==> src/rtl/stopwatch_ctrl.sv <==
// Stopwatch run control: button sync/debounce, 4-state FSM, gated 0.1 s tick.
// Ports: i_clk, i_reset_n, i_key_{start,lap,clear}_n, i_at_max -> o_tick,
//   o_clear, o_freeze, o_running, o_paused, o_ovf, o_state.
// Optional macro STOPWATCH_CTRL_OVF_HALT_EN: halt into PAUSE at counter max.
module stopwatch_ctrl #(
  parameter int TICK_DIV   = 5000000,
  parameter int DEB_CYCLES = 1000000
) (
  input  logic       i_clk,
  input  logic       i_reset_n,
  input  logic       i_key_start_n,
  input  logic       i_key_lap_n,
  input  logic       i_key_clear_n,
  input  logic       i_at_max,
  output logic       o_tick,
  output logic       o_clear,
  output logic       o_freeze,
  output logic       o_running,
  output logic       o_paused,
  output logic       o_ovf,
  output logic [1:0] o_state
);

  localparam logic [1:0] S_IDLE  = 2'd0;
  localparam logic [1:0] S_RUN   = 2'd1;
  localparam logic [1:0] S_LAP   = 2'd2;
  localparam logic [1:0] S_PAUSE = 2'd3;

  localparam int PW = (TICK_DIV > 1) ? $clog2(TICK_DIV) : 1;
  localparam int CW = $clog2(DEB_CYCLES + 1);

  localparam logic [PW-1:0] PRE_MAX  = PW'(TICK_DIV - 1);
  localparam logic [CW-1:0] DEB_LAST = CW'(DEB_CYCLES - 1);

  // key index: 0 = start, 1 = lap, 2 = clear
  logic [2:0] key_n;
  logic [2:0] sync1_q, sync2_q;
  logic [2:0] deb_q, deb_d;
  logic [2:0] dly_q;
  logic [2:0] ev_q;
  logic [CW-1:0] cnt_q [3];
  logic [CW-1:0] cnt_d [3];

  assign key_n = {i_key_clear_n, i_key_lap_n, i_key_start_n};

  // Counter runs only while the synced level disagrees with the
  // accepted level; the final matching count commits the new level.
  always_comb begin
    for (int k = 0; k < 3; k++) begin
      deb_d[k] = deb_q[k];
      cnt_d[k] = '0;
      if (sync2_q[k] != deb_q[k]) begin
        if (cnt_q[k] == DEB_LAST) begin
          deb_d[k] = sync2_q[k];
        end else begin
          cnt_d[k] = cnt_q[k] + 1'b1;
        end
      end
    end
  end

  always_ff @(posedge i_clk or negedge i_reset_n) begin
    if (!i_reset_n) begin
      sync1_q <= '1;
      sync2_q <= '1;
      deb_q   <= '1;
      dly_q   <= '1;
      ev_q    <= '0;
      for (int k = 0; k < 3; k++) begin
        cnt_q[k] <= '0;
      end
    end else begin
      sync1_q <= key_n;
      sync2_q <= sync1_q;
      deb_q   <= deb_d;
      dly_q   <= deb_q;
      // released(1) -> pressed(0) edge of the accepted level
      ev_q    <= dly_q & ~deb_q;
      for (int k = 0; k < 3; k++) begin
        cnt_q[k] <= cnt_d[k];
      end
    end
  end

  // One event per cycle: clear beats start beats lap.
  logic sel_clr, sel_start, sel_lap;

  always_comb begin
    sel_clr   = 1'b0;
    sel_start = 1'b0;
    sel_lap   = 1'b0;
    priority case (1'b1)
      ev_q[2]: sel_clr   = 1'b1;
      ev_q[0]: sel_start = 1'b1;
      ev_q[1]: sel_lap   = 1'b1;
      default: ;
    endcase
  end

  logic [1:0]    state_q, state_d;
  logic [PW-1:0] pre_q, pre_d;
  logic          tick_q, tick_d;
  logic          clr_q, clr_d;
  logic          ovf_q, ovf_d;
  logic          run_w, wrap_w;

  assign run_w  = (state_q == S_RUN) || (state_q == S_LAP);
  assign wrap_w = (pre_q == PRE_MAX);

  always_comb begin
    state_d = state_q;
    clr_d   = 1'b0;
    tick_d  = 1'b0;
    ovf_d   = ovf_q;
    unique case (state_q)
      S_IDLE: begin
        if (sel_clr) begin
          clr_d = 1'b1;
        end else if (sel_start) begin
          state_d = S_RUN;
        end
      end
      S_RUN: begin
        if (sel_start) begin
          state_d = S_PAUSE;
        end else if (sel_lap) begin
          state_d = S_LAP;
        end
      end
      S_LAP: begin
        if (sel_lap) begin
          state_d = S_RUN;
        end else if (sel_start) begin
          state_d = S_PAUSE;
        end
      end
      S_PAUSE: begin
        if (sel_clr) begin
          state_d = S_IDLE;
          clr_d   = 1'b1;
        end else if (sel_start && !ovf_q) begin
          state_d = S_RUN;
        end
      end
      default: state_d = S_IDLE;
    endcase

    if (run_w && wrap_w) begin
      tick_d = 1'b1;
`ifdef STOPWATCH_CTRL_OVF_HALT_EN
      // Overflow halt wins over any same-cycle start/lap.
      if (i_at_max) begin
        tick_d  = 1'b0;
        state_d = S_PAUSE;
        ovf_d   = 1'b1;
      end
`endif
    end

    if (clr_d) begin
      ovf_d = 1'b0;
    end
  end

  // PAUSE holds the fraction so a resume keeps sub-tick time.
  always_comb begin
    pre_d = pre_q;
    if ((state_q == S_IDLE) || clr_d) begin
      pre_d = '0;
    end else if (run_w) begin
      pre_d = wrap_w ? '0 : pre_q + 1'b1;
    end
  end

  always_ff @(posedge i_clk or negedge i_reset_n) begin
    if (!i_reset_n) begin
      state_q <= S_IDLE;
      pre_q   <= '0;
      tick_q  <= 1'b0;
      clr_q   <= 1'b0;
      ovf_q   <= 1'b0;
    end else begin
      state_q <= state_d;
      pre_q   <= pre_d;
      tick_q  <= tick_d;
      clr_q   <= clr_d;
      ovf_q   <= ovf_d;
    end
  end

`ifndef STOPWATCH_CTRL_OVF_HALT_EN
  logic unused_at_max;
  assign unused_at_max = i_at_max;
`endif

  assign o_tick    = tick_q;
  assign o_clear   = clr_q;
  assign o_freeze  = (state_q == S_LAP);
  assign o_running = run_w;
  assign o_paused  = (state_q == S_PAUSE);
  assign o_ovf     = ovf_q;
  assign o_state   = state_q;

endmodule

==> config.mk <==
export PLATFORM = sky130hd
export DESIGN_NAME = stopwatch_ctrl
export DESIGN_NICKNAME = d
export VERILOG_FILES = /design/src/rtl/stopwatch_ctrl.sv
export SDC_FILE = /design/constraint.sdc
export NUM_CORES = 1
export LEC_CHECK = 0
export BUFFER_PORTS_ARGS = -buffer_cell sky130_fd_sc_hd__clkbuf_2
export CORE_ASPECT_RATIO = 0.6
export CORE_MARGIN = 2
export CORE_UTILIZATION = 35
export DETAILED_ROUTE_END_ITERATION = 8
export PLACE_DENSITY = 0.58
export SETUP_SLACK_MARGIN = 0.4
export SYNTH_ARGS = -nofsm -noshare
export SYNTH_HDL_FRONTEND = slang
export SYNTH_SLANG_ARGS = --single-unit
==> constraint.sdc <==
create_clock -name i_clk -period 2.25 [get_ports i_clk]
set_input_delay 0.45 -clock i_clk [delete_from_list [all_inputs] [get_ports i_clk]]
set_output_delay 0.45 -clock i_clk [all_outputs]
set_load 0.02 [all_outputs]
# After elaboration in Yosys (flattened, before gate mapping)

Cells that the tools add are included.

Bits in registers: 102
Bits in latches: 0
Memory bits (writable): 0
Memory bits (read-only): 0
Input port bits: 6
Output and inout bits: 8
Word-level logic and storage cells: 71
Memories kept: 0

$add $sub $neg: 4
Multipliers: 0
Div/mod/pow operators: 0
$lt $le $gt $ge: 0
Equality and inequality tests: 15
Shift-type cells: 0
Muxes and demuxes: 26
Bitwise gates (word level): 2
Reductions and logical operators: 10

Operators with widths:

| cell                                                                     | number |
|---|---|
| 20-bit 2-to-1 mux                                                        | 6 |
| 23-bit 2-to-1 mux                                                        | 3 |
| 20-bit by 1-bit adder with 20-bit output (second input constant)         | 3 |
| 20-bit == test (second input constant)                                   | 3 |
| 23-bit by 1-bit adder with 23-bit output (second input constant)         | 1 |
| 23-bit == test (second input constant)                                   | 1 |
| 2-bit 2-to-1 mux                                                         | 7 |
| 1-bit 2-to-1 mux                                                         | 9 |
| 2-bit case mux with 4 select lines                                       | 1 |
| 3-bit by 1-bit inequality test with 1-bit output (second input constant) | 2 |
| 2-bit AND reduction                                                      | 3 |
| 5-bit AND reduction                                                      | 1 |
| 2-bit == test (second input constant)                                    | 2 |
| 2-bit inequality test (second input constant)                            | 2 |
| 3-bit bitwise AND                                                        | 1 |
| 1-bit inequality test                                                    | 3 |
| 3-bit inequality test (second input constant)                            | 1 |
| 3-bit inverter                                                           | 1 |
| 2-bit by 1-bit == test with 1-bit output (second input constant)         | 1 |
| 2-bit logical NOT                                                        | 1 |
| 1-bit logical OR                                                         | 2 |
| 2-bit nonzero test                                                       | 1 |
| 2-bit OR reduction                                                       | 1 |
| 1-bit logical AND                                                        | 1 |

# Longest topological paths before layout

Gate-level depths: netlist of run 1.

Word-level depth: 6
Depth in mapped cells: 8
Gate-level depth less buffers: 7

# Worst setup path after synthesis of run 1

OpenSTA, ideal clock, no wires.

Path type: flip-flop to flip-flop
From: register pre_q[15]
To: register pre_q[15]
Setup time: 0.121 ns
Data arrival time: 2.073 ns
Required time: 2.129 ns
Path slack: 0.057 ns
Stages on the path, launching flop included: 6
Buffers on the path: 0
Cells stage by stage: dfrtp_1 or4b_1 or4_4 o41a_1 a21oi_1 o21ai_1

Word-level cells in the longest chain between the ends: 4

RTL lines:

| what                                                                              | RTL line | RTL |
|---|---|---|
| start: declaration                                                                | 101      | `logic [PW-1:0] pre_q, pre_d;` |
| start signal: assignment                                                          | 184      | `pre_q <= pre_d;` |
| 23-bit by 1-bit adder with 23-bit output / 23-bit == test (equally long branches) | 171, 108 |  |
| 23-bit 2-to-1 mux *                                                               | 171      | `pre_d = wrap_w ? '0 : pre_q + 1'b1;` |
| 23-bit 2-to-1 mux *                                                               | 170      | `end else if (run_w) begin` |
| 23-bit 2-to-1 mux *                                                               | 168      | `if ((state_q == S_IDLE) \|\| clr_d) begin` |

Every way passes the cells marked *; elsewhere a longest branch is shown, timed or not. The select of a mux whose other input is x is not followed.
A chain may end at the register's enable or synchronous reset.

# Worst setup path after layout of run 1

From: register pre_q[15]
To: register pre_q[19]

Same word-level chain as after synthesis.

==> parameters.txt, run 1 <==
Parameter                              Value

Critical path
  Data required time of the worst path ... 2.46 ns
  CP arrival ... 2.43 ns
  Category of the critical setup timing path ... reg -> reg
  Setup crit start kind ... flop
  Max stage delay on crit path ... 0.51 ns
  Cells traversed along the worst timing path ... or4b_1 -> or4_4 -> buf_4 -> o41ai_4 -> buf_4 -> or4_4 -> nand3_1
  Critical path's top delay family ... simple AND/OR/NAND/NOR gates
  Sort of element at the end of the critical path ... flop
  Cell at the slowest stage of the critical path ... sky130_fd_sc_hd__or4b_1
  Largest driver fanout on the critical path ... 8
  Number of buffers and inverters on the critical path ... 2

GRT
  Maximum number of pins on one net before global-route repair ... 56
  GRT Resource Usage Total ... 0.1430
  Number of antenna violations at the first check in global routing ... 0
  First-pass GRT wire length ... 16,840 um
  Number of global-route vias before repair ... 3,463
  Aggregate global routing overflow ... 0

Final layout
  Proportion of layout cells with a drive suffix above 1 ... 0.1925
  Net count of the finished layout ... 540
  Final-layout fill cell count ... 1,329
  Count of non-filler cells in the finished layout ... 705
  Fin area ... 5728 um^2
  Multi-input gate area ... 2359 um^2
  Sequential cell area ... 2567 um^2
  Diode insertion count for antenna repair ... 0
  Synthesis-to-layout area growth ... 17.72%

Power
  Internal Dissipation ... 2656 uW
  Power density over the cells ... 604.8 nW/um^2
  Clock network power share ... 0.432
  Leakage component of the power ... 0.002411 uW
  Sequential share of power ... 0.541
  Gate power share ... 0.027
  NetSw ... 807.8 uW
  Total chip power ... 3464 uW
  Switching share of power ... 0.2332
  Peak supply drop ... 0.4302 mV

Logic synthesis
  Number of enable-type register cells in the synthesized netlist ... 0
  Post-synthesis cell type with the largest combined area ... sky130_fd_sc_hd__dfrtp_1
  Number of flip-flops and latches in the synthesized netlist ... 102
  Netlist Area Pre-Place ... 4866 um^2
  Async S/R FF share, synth ... 1.000
  Most common cell in the synthesized netlist ... sky130_fd_sc_hd__dfrtp_1
  Unique masters post-synth ... 45
  Syn_area_per_cell ... 10.03 um^2
  Most instantiated flip-flop cell in the synthesis netlist ... sky130_fd_sc_hd__dfrtp_1
  Leading post-synthesis cells by cell area ... sky130_fd_sc_hd__dfrtp_1 (46%), sky130_fd_sc_hd__xor2_1 (8.1%), sky130_fd_sc_hd__nor2_1 (6.6%)
  Top cells by instance count after synthesis ... sky130_fd_sc_hd__dfrtp_1 (90), sky130_fd_sc_hd__nor2_1 (86), sky130_fd_sc_hd__nand3_1 (46)
  Area share of the largest cell type after synthesis ... 0.4628
  Yosys warns ... 0
  Fraction of the yosys area taken by sequential cells ... 0.5276
  Net Count, Synth ... 500
  Cells after Synth ... 485

Routing
  Routed Wire Length ... 9521 um
  Avg WL per Cell ... 13.50 um
  Violation count after the first detailed-route iteration ... 201
  Number of search-and-repair iterations in the first detailed-routing pass ... 5
  Antenna-violating nets left ... 0
  Vias post-DR ... 3,465
  Detailed-route vias per instance ... 4.915
  DRC violation count after routing ... 0

Floorplanning
  Area of the core ... 13,630 um^2
  Horiz. Die Dim ... 156.2 um
  Initial core utilization ... 0.3571
  I/O pins ... 14
  Height of the chip ... 95.33 um
  Die outline area ... 14,890 um^2
  Number of rows in the core area ... 33

Clocking
  TritonCTS clock tree ... yes
  Clock latency reported for the late side of the worst-skew pair ... 0.34 ns
  Root buffer selected by CTS ... sky130_fd_sc_hd__clkbuf_16
  Clock sinks ... 102
  Bufs on Longest Clock Path ... 2
  Post-cts hold buffer count ... 0
  Clock slew at reported path FFs ... 0.07 ns
  Number of buffers added by the clock tree synthesis step ... 9
  H-tree levels ... 3

Flow run
  Max-Cap Viols ... 0

Timing
  Min Clock Period, post-route ... 2.221 ns
  Number of hold violations in the final report ... 0
  Maximum clock frequency ... 450.2 MHz
  Normalized max-slew margin ... 0.5956
  Final setup viols ... 0
  Worst-Margin Slew ... 0.6020 ns
  Worst setup skew after layout ... 0.009107 ns
  Setup TNS after final layout ... 0 ns
  Final-report max-slew violation count ... 0
  Unrepaired setup endpoints after global routing ... yes
  Part of the cycle the worst path needs ... 0.9873

Status
  Status ... completed

Placement
  HPWL after detailed placement ... 6352 um
  Placed standard-cell area ... 5230 um^2
  Post-placement cell count ... 676
  Final weighted congestion in routability-driven placement ... 0.8242
  IO buf count ... 11

Worst hold path
  Min-Delay Path Class ... in -> async
==> per-layer routing <==
metal	vias to the layer above	track usage	part of all wire	wire length, um
met2	40	0.2035	0.42	3979
li1	1732	-	-	-
met1	1689	0.2128	0.54	5146
met4	0	0.03746	0.0055	52
met3	4	0.04000	0.036	343
met5	-	0	0	0
==> final timing paths <==
| kind | cells past startpoint | from | to | slack, ns |
|---|---|---|---|---|
| max | 7 | pre_q[15] | pre_q[19] | 0.03 |
| min | 1 | i_reset_n | pre_q[9] | 0.02 |
| max reg2reg | 7 | pre_q[15] | pre_q[19] | 0.03 |
| min reg2reg | 0 | sync1_q[2] | sync2_q[2] | 0.36 |
| max in group asynchronous | 2 | i_reset_n | sync1_q[0] | 1.56 |
| min in group i_clk | 1 | i_key_clear_n | sync1_q[2] | 0.18 |
==> cell type report <==
class                   count  area share
inverters                  10    0.006553
well taps                 175     0.03823
flip-flops and latches    102      0.4482
multi-input cells         366      0.4118
clock buffers               9     0.03932
clock inverters             7     0.01092
repair buffers             36     0.04500
==> state kept, by name (all words and copies together) (netlist names) <==
| signal | count |
|---|---|
| cnt_q | 60 |
| deb_q | 3 |
| dly_q | 3 |
| ev_q | 3 |
| o_clear | 1 |
| o_state | 2 |
| o_tick | 1 |
| pre_q | 23 |
| sync1_q | 3 |
| sync2_q | 3 |
==> placed cells by master (no fill, tap or decap), types with 4 or more instances in the layout <==
cell type	count
sky130_fd_sc_hd__dfrtp_1	90
sky130_fd_sc_hd__nor2_1	86
sky130_fd_sc_hd__nand3_1	46
sky130_fd_sc_hd__xor2_1	45
sky130_fd_sc_hd__nand2_1	42
sky130_fd_sc_hd__xnor2_1	26
sky130_fd_sc_hd__buf_4	25
sky130_fd_sc_hd__nand4_1	16
sky130_fd_sc_hd__dfstp_2	12
sky130_fd_sc_hd__inv_1	10
sky130_fd_sc_hd__and3_1	10
sky130_fd_sc_hd__clkbuf_16	9
sky130_fd_sc_hd__clkbuf_2	9
sky130_fd_sc_hd__ha_1	8
sky130_fd_sc_hd__nor3_1	7
sky130_fd_sc_hd__nor2_2	7
sky130_fd_sc_hd__nor4_1	6
sky130_fd_sc_hd__nor2b_1	6
sky130_fd_sc_hd__and4_1	5
sky130_fd_sc_hd__a21oi_1	5
sky130_fd_sc_hd__nor3_2	4
sky130_fd_sc_hd__or2_4	4
==> kinds of logic (layout without fill, tap and decap cells) <==
kind of cell | after synthesis | after routing | share of synthesized area
flops | 102 | 102 | 0.5276
buf+inv | 19 | 62 | 0.01774
simple gates | 264 | 265 | 0.2692
mux | 3 | 3 | 0.006942
compound gates | 16 | 17 | 0.02674
other cells | 1 | 1 | 0.0007707
fa+ha+maj | 9 | 9 | 0.02314
xor+xnor | 71 | 71 | 0.1278
==> power by group through the flow <==
stage                     sequential, uW  clock (uW)  combinational, uW
final                               1870        1500               94.8
after global routing                1880        1630                111
after CTS                           1870        1560               96.5
after detailed placement            1910           0               95.1
after global placement              1910           0               93.5
after floorplan                     1900           0               42.3
==> what timing repair did <==
| item | 4_1_cts | 5_1_grt |
|---|---|---|
| buffers inserted | 7 | 4 |
| setup endpoints to repair | 47 | 85 |
| cloned | 1 | 1 |
| pin swaps | 3 | 5 |
| resized for setup | 8 | 13 |
==> through the flow <==
stage / setup WS (ns) / utilization / hold slack (ns)
after CTS: 0.05758 / 0.4134 / 0.02210
final: 0.02861 / 0.4204 / 0.01565
after detailed placement: 0.03838 / 0.3838 / 0.3468
after global routing: -0.04838 / 0.4204 / 0.02949
after global placement: 0.06161 / 0.3838 / 0.3477
after floorplan: 0.1610 / - / 0.1544
Power figures use the tool's default switching activity.
==> run 2: changes to the inputs <==
SETUP_SLACK_MARGIN = 0.2   (was 0.4)
==> run 2 against run 1 <==
Against the previous run:
- clock-buffer cell count rose by 1
- sequential cell count unchanged
- design area shrank 0.94%
- global-route usage shrank 0.17 points
- setup slack lost 0.019 ns
- die area is the same
- clock power fell by 3%
- routed wire length up 2.4%
- via count up 1.1%
- core utilization decreased by 0.39 points
- critical path depth down 1
- clock skew decreased by 0.0022 ns
- critical endpoint is now pre_q[4]
- highest routed layer unchanged
==> parameters.txt, run 2 (synthesized netlist as in run 1, its figures left out) <==
Parameter                              Value

GRT
  Maximum number of pins on one net before global-route repair ... 37
  Aggregate global routing overflow ... 0
  First-pass GRT wire length ... 16,470 um
  GRT Resource Usage Total ... 0.1413
  Number of antenna violations at the first check in global routing ... 0
  Number of global-route vias before repair ... 3,453

Routing
  DRC violation count after routing ... 0
  Violation count after the first detailed-route iteration ... 133
  Antenna-violating nets left ... 0
  Detailed-route vias per instance ... 4.984
  Number of search-and-repair iterations in the first detailed-routing pass ... 4
  Avg WL per Cell ... 13.87 um
  Vias post-DR ... 3,504
  Routed Wire Length ... 9750 um

Timing
  Number of hold violations in the final report ... 0
  Min setup slack post-route ... 0.009597 ns
  Final-report max-slew violation count ... 0
  Part of the cycle the worst path needs ... 0.9957
  Normalized max-slew margin ... 0.4990
  Unrepaired setup endpoints after global routing ... yes
  Min Clock Period, post-route ... 2.240 ns
  Worst-Margin Slew ... 0.7446 ns
  Worst setup skew after layout ... 0.006925 ns
  Final setup viols ... 0
  Maximum clock frequency ... 446.3 MHz

Floorplanning
  Height of the chip ... 95.33 um
  Number of rows in the core area ... 33
  Die outline area ... 14,890 um^2
  Horiz. Die Dim ... 156.2 um
  I/O pins ... 14
  Initial core utilization ... 0.3571
  Area of the core ... 13,630 um^2

Final layout
  Largest regs ... cnt_q (60), pre_q (23)
  Synthesis-to-layout area growth ... 16.61%
  Proportion of layout cells with a drive suffix above 1 ... 0.1932
  Count of non-filler cells in the finished layout ... 703
  Net count of the finished layout ... 538
  Largest register by flop count ... cnt_q
  Final-layout fill cell count ... 1,333
  Fin area ... 5674 um^2
  Diode insertion count for antenna repair ... 0
  Commonest cells after routing, fill and taps aside ... sky130_fd_sc_hd__dfrtp_1 (90), sky130_fd_sc_hd__nor2_1 (83), sky130_fd_sc_hd__xor2_1 (45), sky130_fd_sc_hd__nand3_1 (42), sky130_fd_sc_hd__nand2_1 (42)
  Max reg flops ... 60
  Commonest non-fill, non-tap cell in the layout ... sky130_fd_sc_hd__dfrtp_1

Placement
  HPWL after detailed placement ... 6507 um
  Final weighted congestion in routability-driven placement ... 0.8421
  Post-placement cell count ... 682
  Worst Setup Slack post-DPL ... -0.08185 ns
  Placed standard-cell area ... 5270 um^2
  IO buf count ... 11

Critical path
  Sort of element at the end of the critical path ... flop
  Critical path's top delay family ... simple AND/OR/NAND/NOR gates
  Category of the critical setup timing path ... reg -> reg
  Max stage delay on crit path ... 0.54 ns
  Cells traversed along the worst timing path ... or4b_4 -> or4_4 -> buf_4 -> nor4_4 -> a211o_4 -> nor2_1
  Cell at the slowest stage of the critical path ... sky130_fd_sc_hd__or4b_4
  CP arrival ... 2.47 ns
  Logic depth of the worst path, buffers included ... 6
  Largest driver fanout on the critical path ... 7
  Setup crit start kind ... flop
  Number of buffers and inverters on the critical path ... 1
  Data required time of the worst path ... 2.48 ns
  Cell count of the worst reg-to-reg path ... 6

Clocking
  Bufs on Longest Clock Path ... 2
  Clock sinks ... 102
  Number of buffers added by the clock tree synthesis step ... 9
  H-tree levels ... 3
  TritonCTS clock tree ... yes
  Post-cts hold buffer count ... 0
  Clock slew at reported path FFs ... 0.07 ns
  Clock latency reported for the late side of the worst-skew pair ... 0.34 ns
  Root buffer selected by CTS ... sky130_fd_sc_hd__clkbuf_16

Status
  Status ... completed

Power
  Power density over the cells ... 602.7 nW/um^2
  Peak supply drop ... 0.2991 mV
  Leakage component of the power ... 0.002401 uW

Flow run
  Max-Cap Viols ... 0

Worst hold path
  Min-Delay Path Class ... in -> async
[run 2: cell types whose count changed in the layout (fill, tap and decap cells not counted), moves of 3 or more]
cell,previous run,this run
sky130_fd_sc_hd__buf_4,25,22
sky130_fd_sc_hd__or2_4,4,0
sky130_fd_sc_hd__or2_2,1,4
sky130_fd_sc_hd__nand3_2,0,4
sky130_fd_sc_hd__nor3_2,4,1
sky130_fd_sc_hd__nand3_1,46,42
sky130_fd_sc_hd__nor3_1,7,11
sky130_fd_sc_hd__nor2_1,86,83
[run 2: metrics by stage]
step | util | setup TNS, ns | total power, uW | hold WS, ns
6_report | 0.4164 | 0 | 3420 | 0.08409
5_1_grt | 0.4164 | -0.3497 | 3577 | 0.1047
4_1_cts | 0.4122 | -0.08472 | 3479 | 0.09186
3_5_place_dp | 0.3868 | -0.7760 | 2007 | 0.3472
3_3_place_gp | 0.3868 | 0 | 2004 | 0.3486
2_1_floorplan | - | 0 | 1947 | 0.1544
[run 2: routing by layer]
metal / vias to the layer above / share of wire / GRT usage
li1: 1728 / - / -
met1: 1713 / 0.53 / 0.2015
met2: 53 / 0.42 / 0.2087
met3: 10 / 0.030 / 0.04045
met4: 0 / 0.011 / 0.04358
met5: - / 0 / 0
[run 2: final cells by class]
cell class	count	area, um^2	share of cell area
clock buffers	10	229.0	0.04035
clock inverters	6	43.79	0.007718
inverters	10	37.54	0.006615
multi-input cells	365	2320	0.4088
flip-flops and latches	102	2567	0.4525
well taps	175	219.0	0.03859
repair buffers	35	257.7	0.04542
[run 2: timing repair]
action                                  4_1_cts  5_1_grt
gates resized for setup                       9       12
pin swaps                                    20       12
endpoints found under the setup margin       23       25
setup buffers                                 3        1
gates cloned                                  1        0
[run 2: final timing paths]
| path | slack [ns] | from | endpoint |
|---|---|---|---|
| hold / removal | 0.08 | i_reset_n | pre_q[10] |
| setup / recovery | 0.01 | pre_q[15] | pre_q[4] |
| max in group asynchronous | 1.49 | i_reset_n | sync1_q[1] |
| min in group i_clk | 0.19 | i_key_start_n | sync1_q[0] |
| hold reg to reg | 0.36 | sync1_q[2] | sync2_q[2] |
| setup reg to reg | 0.01 | pre_q[15] | pre_q[4] |
[run 2: report_power, final]
part	switching, uW	internal, uW	leakage [uW]
clock	694	757	0.000133
combinational	67.7	26.3	0.000892
sequential	18.5	1860	0.00138
==> run 3: changes to the inputs <==
PLACE_DENSITY = default   (was 0.58)
==> run 3 against run 2 <==
Against the previous run:
- core utilization decreased by 0.47 points
- routed wire length decreased by 5.5%
- worst hold slack worse by 0.0055 ns
- via count is 2.8% lower
- sequential cell count did not move
- first-iteration DRC count rose by 53%
- clock power is 4% higher
- non-clock buffer count is 2 lower
- critical path depth is 1 lower
==> parameters.txt, run 3 (synthesized netlist as in run 1, its figures left out) <==
Parameter                              Value

Power
  Total chip power ... 3470 uW
  Leakage component of the power ... 0.002374 uW
  Gate power share ... 0.026
  Sequential share of power ... 0.540
  Switching share of power ... 0.2216
  NetSw ... 769.0 uW
  Internal Dissipation ... 2701 uW
  Peak supply drop ... 0.3387 mV
  Power density over the cells ... 618.6 nW/um^2
  Clock network power share ... 0.434

GRT
  Maximum number of pins on one net before global-route repair ... 41
  Number of global-route vias before repair ... 3,387
  GRT Resource Usage Total ... 0.1382
  First-pass GRT wire length ... 16,390 um
  Number of antenna violations at the first check in global routing ... 0
  Aggregate global routing overflow ... 0

Clocking
  Number of buffers added by the clock tree synthesis step ... 9
  Clock sinks ... 102
  Clock slew at reported path FFs ... 0.07 ns
  H-tree levels ... 3
  Bufs on Longest Clock Path ... 2
  Root buffer selected by CTS ... sky130_fd_sc_hd__clkbuf_16
  TritonCTS clock tree ... yes
  Clock latency reported for the late side of the worst-skew pair ... 0.34 ns
  Post-cts hold buffer count ... 0

Final layout
  Largest register by flop count ... cnt_q
  Commonest cells after routing, fill and taps aside ... sky130_fd_sc_hd__dfrtp_1 (90), sky130_fd_sc_hd__nor2_1 (86), sky130_fd_sc_hd__nand3_1 (46), sky130_fd_sc_hd__xor2_1 (45), sky130_fd_sc_hd__nand2_1 (42)
  Fin area ... 5610 um^2
  Largest regs ... cnt_q (60), pre_q (23)
  Diode insertion count for antenna repair ... 0
  Proportion of layout cells with a drive suffix above 1 ... 0.1714
  Synthesis-to-layout area growth ... 15.30%
  Final-layout fill cell count ... 1,337
  Max reg flops ... 60
  Commonest non-fill, non-tap cell in the layout ... sky130_fd_sc_hd__dfrtp_1
  Net count of the finished layout ... 535

Critical path
  Worst reg2reg path startpoint ... pre_q[15]
  Setup crit start kind ... flop
  Data required time of the worst path ... 2.48 ns
  Cell at the slowest stage of the critical path ... sky130_fd_sc_hd__or4b_4
  Source of the critical timing path ... pre_q[15]
  Cells traversed along the worst timing path ... or4b_4 -> or4_4 -> o41a_1 -> a21oi_1 -> o21ai_1
  Category of the critical setup timing path ... reg -> reg
  CP arrival ... 2.48 ns
  Max stage delay on crit path ... 0.55 ns
  Largest driver fanout on the critical path ... 8
  Sort of element at the end of the critical path ... flop

Timing
  Part of the cycle the worst path needs ... 0.9981
  Final-report max-slew violation count ... 0
  Maximum clock frequency ... 445.3 MHz
  Final setup viols ... 0
  Worst setup skew after layout ... 0.007040 ns
  Worst-Margin Slew ... 0.5958 ns
  Normalized max-slew margin ... 0.5998
  Min Clock Period, post-route ... 2.246 ns
  Number of hold violations in the final report ... 0
  Unrepaired setup endpoints after global routing ... yes

Routing
  Detailed-route vias per instance ... 4.867
  Antenna-violating nets left ... 0
  Routed Wire Length ... 9216 um
  Number of search-and-repair iterations in the first detailed-routing pass ... 4
  Avg WL per Cell ... 13.17 um
  Vias post-DR ... 3,407
  Violation count after the first detailed-route iteration ... 203
  DRC violation count after routing ... 0

Floorplanning
  Number of rows in the core area ... 33
  Die outline area ... 14,890 um^2
  Area of the core ... 13,630 um^2
  Initial core utilization ... 0.3571
  Height of the chip ... 95.33 um
  I/O pins ... 14
  Horiz. Die Dim ... 156.2 um

Worst hold path
  Min-Delay Path Class ... in -> async

Flow run
  Max-Cap Viols ... 0

Status
  Status ... completed

Placement
  Final weighted congestion in routability-driven placement ... 0.8186
  Placed standard-cell area ... 5298 um^2
  HPWL after detailed placement ... 6640 um
  IO buf count ... 11
==> run 3: metal layers <==
metal,share of wire,vias up,wire length (um),global-route usage
li1,-,1718,-,-
met1,0.53,1631,4840,0.2038
met2,0.42,49,3884,0.2006
met3,0.045,9,416,0.03682
met4,0.0080,0,74,0.03670
met5,0,-,0,0
==> run 3: layout make-up <==
type | count | area [um^2] | share of cell area
clock buffer | 11 | 252.7 | 0.04505
timing repair buffer | 33 | 247.7 | 0.04416
multi-input combinational | 364 | 2246 | 0.4003
tap | 175 | 219.0 | 0.03903
sequential | 102 | 2567 | 0.4576
clock inverter | 5 | 40.04 | 0.007136
inverter | 10 | 37.54 | 0.006690
==> run 3: final timing paths <==
kind | to | cells past startpoint | slack [ns]
min in group i_clk | sync1_q[1] | 1 | 0.18
min reg2reg | sync2_q[1] | 0 | 0.36
max | pre_q[15] | 5 | 0.004
max reg2reg | pre_q[15] | 5 | 0.004
min | cnt_q[30] | 1 | 0.08
max in group asynchronous | o_clear | 2 | 1.43
==> run 3: worst max-delay path, delay by kind of cell (launching register included) <==
| kind | cells | cell delay (ns) |
|---|---|---|
| AO/OA/AOI/OAI | 3 | 0.74 |
| flip-flops | 1 | 0.38 |
| AND/OR/NAND/NOR | 2 | 1.02 |
==> run 3: power by group through the flow <==
stage / clock network [uW] / logic, uW / registers (uW)
3_3_place_gp: 0 / 92.0 / 1910
2_1_floorplan: 0 / 41.8 / 1900
3_5_place_dp: 0 / 93.8 / 1910
5_1_grt: 1630 / 111 / 1880
6_report: 1510 / 90.4 / 1870
4_1_cts: 1550 / 94.3 / 1870
==> run 3: timing repair <==
item                                    CTS  global route
endpoints found under the setup margin   22            39
setup buffers                             0             0
gates resized for setup                   1             3
pin swaps                                 0             2
==> run 3: metrics by stage <==
stage | setup slack, ns | util | std cells | TNS [ns] | hold WS [ns]
5_1_grt | -0.05177 | 0.4118 | 700 | -0.1782 | 0.1217
3_5_place_dp | -0.005850 | 0.3888 | 684 | -0.005850 | 0.3490
4_1_cts | 0.005491 | 0.4106 | 700 | 0 | 0.1034
3_3_place_gp | 0.01398 | 0.3888 | 684 | 0 | 0.3460
6_report | 0.004307 | 0.4118 | 700 | 0 | 0.07857
2_1_floorplan | 0.1607 | - | 485 | 0 | 0.1544
